`config.mk`:
```
export PLATFORM = sky130hd
export DESIGN_NAME = iq_dispatch
export DESIGN_NICKNAME = d
export VERILOG_FILES = /design/src/rtl/tomasula_types.sv /design/src/rtl/iq_dispatch.sv
export SDC_FILE = /design/constraint.sdc
export NUM_CORES = 1
export LEC_CHECK = 0
export ABC_AREA = 1
export BUFFER_PORTS_ARGS = -buffer_cell sky130_fd_sc_hd__buf_2
export CORE_AREA = 2 2 251 253
export DETAILED_ROUTE_END_ITERATION = 8
export DIE_AREA = 0 0 253 255
export PLACE_DENSITY_LB_ADDON = 0.05
export SYNTH_ARGS = -nofsm -noshare
export SYNTH_HDL_FRONTEND = slang
export SYNTH_SLANG_ARGS = --single-unit
```
`constraint.sdc`:
```
create_clock -name clk -period 3.9 [get_ports clk]
set_input_delay 0 -clock clk [delete_from_list [all_inputs] [get_ports clk]]
set_output_delay 0 -clock clk [all_outputs]
set_load 0.005 [all_outputs]
```
`src/rtl/tomasula_types.sv`:
```
// tomasula_types: instruction class encoding shared by dispatch, ROB and reservation stations.
package tomasula_types;
  typedef enum logic [2:0] {OP_NONE, OP_ALU, OP_LD, OP_ST, OP_BR} op_t;
endpackage

```
`src/rtl/iq_dispatch.sv`:
```
// iq_dispatch: 8-deep RV32I instruction queue; decodes the head and dispatches one instruction per cycle to ROB and RS.
module iq_dispatch
  import tomasula_types::*;
#(
  parameter int DEPTH = 8,
  parameter int TAG_W = 3
) (
  input  logic             clk,
  input  logic             rst,
  input  logic             instr_valid,
  input  logic [31:0]      instr,
  input  logic [31:0]      instr_pc,
  output logic             iq_ready,
  input  logic             rob_full,
  input  logic [TAG_W-1:0] rob_curr_ptr,
  output logic             rob_load,
  output op_t              instr_type,
  output logic [4:0]       rd,
  output logic [4:0]       st_src,
  input  logic             alu_rs_full,
  input  logic             mem_rs_full,
  input  logic             br_rs_full,
  output logic             rs_load,
  output logic [4:0]       rs1,
  output logic [4:0]       rs2,
  output logic [2:0]       funct3,
  output logic             funct7b5,
  output logic [6:0]       opcode,
  output logic [31:0]      imm,
  output logic [31:0]      pc_out,
  output logic [TAG_W-1:0] rob_tag,
  input  logic             branch_mispredict,
  output logic             illegal_instr
);
  localparam int AW = $clog2(DEPTH);
  localparam int CW = AW + 1;
  logic [63:0]   r_mem [DEPTH];
  logic [AW-1:0] r_head, r_tail;
  logic [CW-1:0] r_count;
  logic          w_ne, w_enq, w_disp, w_drop, w_deq;
  logic [31:0]   w_instr, w_pc, w_imm;
  logic [6:0]    w_op;
  logic          w_u, w_i, w_alu, w_ld, w_st, w_br, w_legal, w_cls_full;
  op_t           w_type;
  assign w_ne    = r_count != '0;
  assign w_instr = r_mem[r_head][63:32];
  assign w_pc    = r_mem[r_head][31:0];
  assign w_op    = w_instr[6:0];
  assign w_u     = w_op == 7'b0110111 || w_op == 7'b0010111;
  assign w_alu   = w_op == 7'b0110011 || w_op == 7'b0010011 || w_u;
  assign w_ld    = w_op == 7'b0000011;
  assign w_st    = w_op == 7'b0100011;
  assign w_br    = w_op == 7'b1100011;
  assign w_i     = w_op == 7'b0010011 || w_ld;
  assign w_legal = w_alu || w_ld || w_st || w_br;
  assign w_type  = w_alu ? OP_ALU : w_ld ? OP_LD : w_st ? OP_ST : w_br ? OP_BR : OP_NONE;
  assign w_imm   = w_i  ? {{20{w_instr[31]}}, w_instr[31:20]} :
                   w_st ? {{20{w_instr[31]}}, w_instr[31:25], w_instr[11:7]} :
                   w_br ? {{20{w_instr[31]}}, w_instr[7], w_instr[30:25], w_instr[11:8], 1'b0} :
                   w_u  ? {w_instr[31:12], 12'b0} : '0;
  assign w_cls_full = w_alu ? alu_rs_full : (w_ld || w_st) ? mem_rs_full : w_br ? br_rs_full : 1'b1;
  assign iq_ready = r_count != CW'(DEPTH);
  assign w_enq  = instr_valid && iq_ready && !branch_mispredict;
  assign w_disp = w_ne && w_legal && !rob_full && !w_cls_full && !branch_mispredict;
  assign w_drop = w_ne && !w_legal && !branch_mispredict;
  assign w_deq  = w_disp || w_drop;
  // Every data output reads zero while the queue is empty, not the stale head slot.
  assign rob_load      = w_disp;
  assign rs_load       = w_disp;
  assign illegal_instr = w_drop;
  assign instr_type    = w_ne ? w_type : OP_NONE;
  assign rd            = (w_ne && (w_alu || w_ld)) ? w_instr[11:7] : '0;
  assign st_src        = (w_ne && w_st) ? w_instr[24:20] : '0;
  assign rs1           = w_ne ? w_instr[19:15] : '0;
  assign rs2           = w_ne ? w_instr[24:20] : '0;
  assign funct3        = w_ne ? w_instr[14:12] : '0;
  assign funct7b5      = w_ne && w_instr[30];
  assign opcode        = w_ne ? w_op : '0;
  assign imm           = w_ne ? w_imm : '0;
  assign pc_out        = w_ne ? w_pc : '0;
  assign rob_tag       = w_ne ? rob_curr_ptr : '0;
  always_ff @(posedge clk)
    if (w_enq) r_mem[r_tail] <= {instr, instr_pc};
  always_ff @(posedge clk) begin
    if (rst || branch_mispredict) begin
      r_head  <= '0;
      r_tail  <= '0;
      r_count <= '0;
    end else begin
      if (w_enq) r_tail <= r_tail + AW'(1);
      if (w_deq) r_head <= r_head + AW'(1);
      r_count <= r_count + CW'(w_enq) - CW'(w_deq);
    end
  end
endmodule

```
==> results.sh <==
export IMPL_grt_pass1_vias=13600
export IMPL_totalWireLength_mm=59.0
export IMPL_grt_usage=0.182
export IMPL_finalSetupViolations=0
export IMPL_min_period_ns=3.57
export IMPL_chipWidth_um=253
export IMPL_synthCells=1777
export IMPL_synth_edf_count=512
export IMPL_fill_cells=5982
export IMPL_ant_nets=0
export IMPL_max_slew_margin_rel=0.401
export IMPL_worstMarginPinSlew_ns=0.899
export IMPL_status="finished clean"
export IMPL_grt_pass1_wl_mm=88.1
export IMPL_synth_warnings=0
export IMPL_synth_nets=1861
export IMPL_ys_seq_area_frac=0.732
export IMPL_ys_types=35
export IMPL_io_buffers=179
export IMPL_finClkSkew_ns=0.0139
export IMPL_cp_max_fo=9
export IMPL_leakagePower_nw=9.55
export IMPL_p_int_mw=9.59
export IMPL_drt_iter0_drc=852
export IMPL_dr_total_vias=14000
export IMPL_p_total_mw=12.6
export IMPL_routed_via_density=4.90
export IMPL_synth_main_ff_cell="edfxtp_1"
export IMPL_cts_root_buffer="clkbuf_16"
export IMPL_synth_compound_area_frac=0.107
export IMPL_rows=92
export IMPL_min_period_over_period=0.916
export IMPL_grt_overflow=0
export IMPL_synthMuxAreaShare=0.000469
export IMPL_holdWs_ns=0.0406
export IMPL_syn_to_final_growth_pct=20.1
export IMPL_arrival_ns=4.06
export IMPL_slew_violations=0
export IMPL_drive_gt1_frac=0.150
export IMPL_start_util=0.344
export IMPL_fp_dieH_um=255
export IMPL_pre_cts_slack_ns=0.599
export IMPL_io_pins=180
export IMPL_clock_path_buffers=3
export IMPL_vdd_drop_max_v=0.000312
export IMPL_wl_per_cell_um=20.7
export IMPL_dr_pass1_iters=4
export IMPL_antenna_found_initial=6
export IMPL_htree_num_levels=2
export IMPL_ff2ff_path_depth=17
export IMPL_clock_latency_ns=0.61
export IMPL_drc=0
export IMPL_swShare=0.240
export IMPL_required_ns=4.39
export IMPL_core_um2=62200
export IMPL_drv_cap=0
export IMPL_hp_class="in -> reg"
export IMPL_clkPwrFrac=0.400
export IMPL_power_frac_seq=0.499
export IMPL_cts_tree="built"
export IMPL_p_sw_mw=3.03
export IMPL_fmax_ghz=0.280
export IMPL_start_kind="register"
export IMPL_cts_sinks=525
export IMPL_powerDensity_nw_per_um2=492
export IMPL_cts_buffers=58
export IMPL_clkTransAtPathRegs_ns=0.06
export IMPL_p_comb_frac=0.102
export IMPL_hold_viol=0
export IMPL_criticalPathCategory="reg -> reg"
export IMPL_synth_xor_xnor_area_share=0.000820
export IMPL_cp_end_kind="register"
export IMPL_hpwl_mm=30.5
export IMPL_synth_top_family_by_area="simple AND/OR/NAND/NOR gates"
export IMPL_async_flop_share=0
export IMPL_grt_max_degree=181
export IMPL_ys_seq_elements=525
export IMPL_synth_area_um2=21400
export IMPL_yosys_area_share_adder=0.00562
export IMPL_die_area_um2=64500
export IMPL_avgSynthCellArea_um2=12.0
export IMPL_fin_ws_ns=0.327
export IMPL_final_nets=2091
export IMPL_synthSimpleGateAreaFrac=0.109
export IMPL_routabilityCongestion=0.751
export IMPL_hold_path_cell_count=7
export IMPL_rsz0062_at_grt="no"
==> cells by family (layout without fill, tap and decap cells) <==
logic type | count (synthesis) | count (layout)
buffers and inverters | 228 | 501
other | 0 | 3
multiplexers | 1 | 1
flip-flops | 525 | 525
AO/OA/AOI/OAI | 419 | 419
AND/OR/NAND/NOR | 593 | 593
adder cells (fa/ha/maj) | 9 | 9
XOR/XNOR | 2 | 2
==> cells in the final DEF (no fill, tap or decap), drive strengths merged, types with 3 or more instances in the layout <==
master	Yosys	routed
a211oi	6	6
a21oi	33	33
a22oi	4	4
a31oi	32	32
buf	51	208
clkbuf	59	78
clkinv	0	24
dfxtp	13	13
diode	0	3
dlygate4sd3	0	72
edfxtp	512	512
ha	8	8
inv	118	117
nand2	184	184
nand3	56	56
nor2	347	347
nor3	4	4
o21ai	269	269
o221ai	5	5
o22ai	66	66
==> registers in the layout (all words and copies together) (netlist names), named ones only <==
name and flops:
r_tail 3, r_head 3, r_mem 512, r_count 4
==> Yosys cell counts (3+ instances only) <==
library cell / instances / share of area
edfxtp_1: 512 / 0.72
buf_4: 9 / 0.0032
nand2_2: 4 / 0.0012
nor2_1: 345 / 0.061
o21ai_1: 22 / 0.0052
buf_2: 37 / 0.0087
a211oi_1: 6 / 0.0021
o21ai_0: 246 / 0.058
nand2_1: 179 / 0.031
ha_1: 8 / 0.0047
o22ai_1: 66 / 0.019
buf_1: 3 / 0.00053
a21oi_1: 33 / 0.0077
a22oi_1: 4 / 0.0014
o221ai_1: 5 / 0.0021
dfxtp_1: 13 / 0.012
nand3_1: 56 / 0.013
inv_2: 9 / 0.0016
inv_1: 109 / 0.019
a31oi_1: 32 / 0.0094
nor3_1: 4 / 0.00094
clkbuf_1: 59 / 0.010
==> what timing repair did <==
item / in CTS / in global routing
gates resized for setup: 0 / 2
hold buffers: 72 / 0
endpoints found under the setup margin: 0 / 25
setup buffers: 0 / 1
endpoints found under the hold margin: 525 / 0
==> per-stage QoR <==
step	instances	utilization	TNS [ns]	cell area, um2
after floorplan	1777	-	-67.15	21400
after global placement	2673	0.373	0	23200
after detailed placement	2673	0.373	0	23200
after CTS	2848	0.412	0	25600
after global routing	2852	0.413	0	25600
final	2852	0.413	0	25600
==> critical path, stage by stage (launching register included) <==
cell and delay, ns:
dfxtp_1 0.55, clkinv_2 0.26, nand3_1 0.15, nand2_1 0.14, inv_1 0.12, nand3_1 0.07, nor2_1 0.15, a21oi_1 0.08
dlygate4sd3_1 0.56, nand2_1 0.14, nand2_1 0.13, ha_1 0.29, inv_1 0.06, ha_1 0.13, inv_1 0.06, fa_1 0.40
xor2_1 0.13, nor2_1 0.05
==> path summary, 6_finish.rpt <==
check	from	end	slack (ns)
hold reg to reg	r_tail[0]	r_tail[0]	0.49
setup reg to reg	register	r_count[2]	0.33
setup / recovery	register	r_count[2]	0.33
hold / removal	br_rs_full	register	0.04
==> layer usage <==
layer  GRT usage  up-vias  wire (um)
met5           0        -         35
met3      0.0330       84       2220
met4      0.0399        6       1010
met1       0.249     6879      27600
met2       0.305      227      28200
li1            -     6771          -
==> area by class of cell <==
cell class                 instances  area (um2)  area share
tap                              799        1000      0.0390
multi-input combinational       1024        4830       0.188
clock inverter                    25         169     0.00659
antenna                            3        7.51    0.000293
timing repair buffer             280        1980      0.0773
clock buffer                      78        1560      0.0607
sequential                       525       15600       0.610
inverter                         118         454      0.0177
==> power by group through the flow <==
| stage | Combinational (mW) | Sequential [mW] | Clock, mW |
|---|---|---|---|
| after floorplan | 0.667 | 6.41 | 0 |
| after global placement | 1.24 | 6.41 | 0 |
| after detailed placement | 1.24 | 6.41 | 0 |
| after CTS | 1.31 | 6.29 | 5.21 |
| after global routing | 1.44 | 6.29 | 5.42 |
| final | 1.28 | 6.29 | 5.04 |
(Power assumes the default switching activity.)
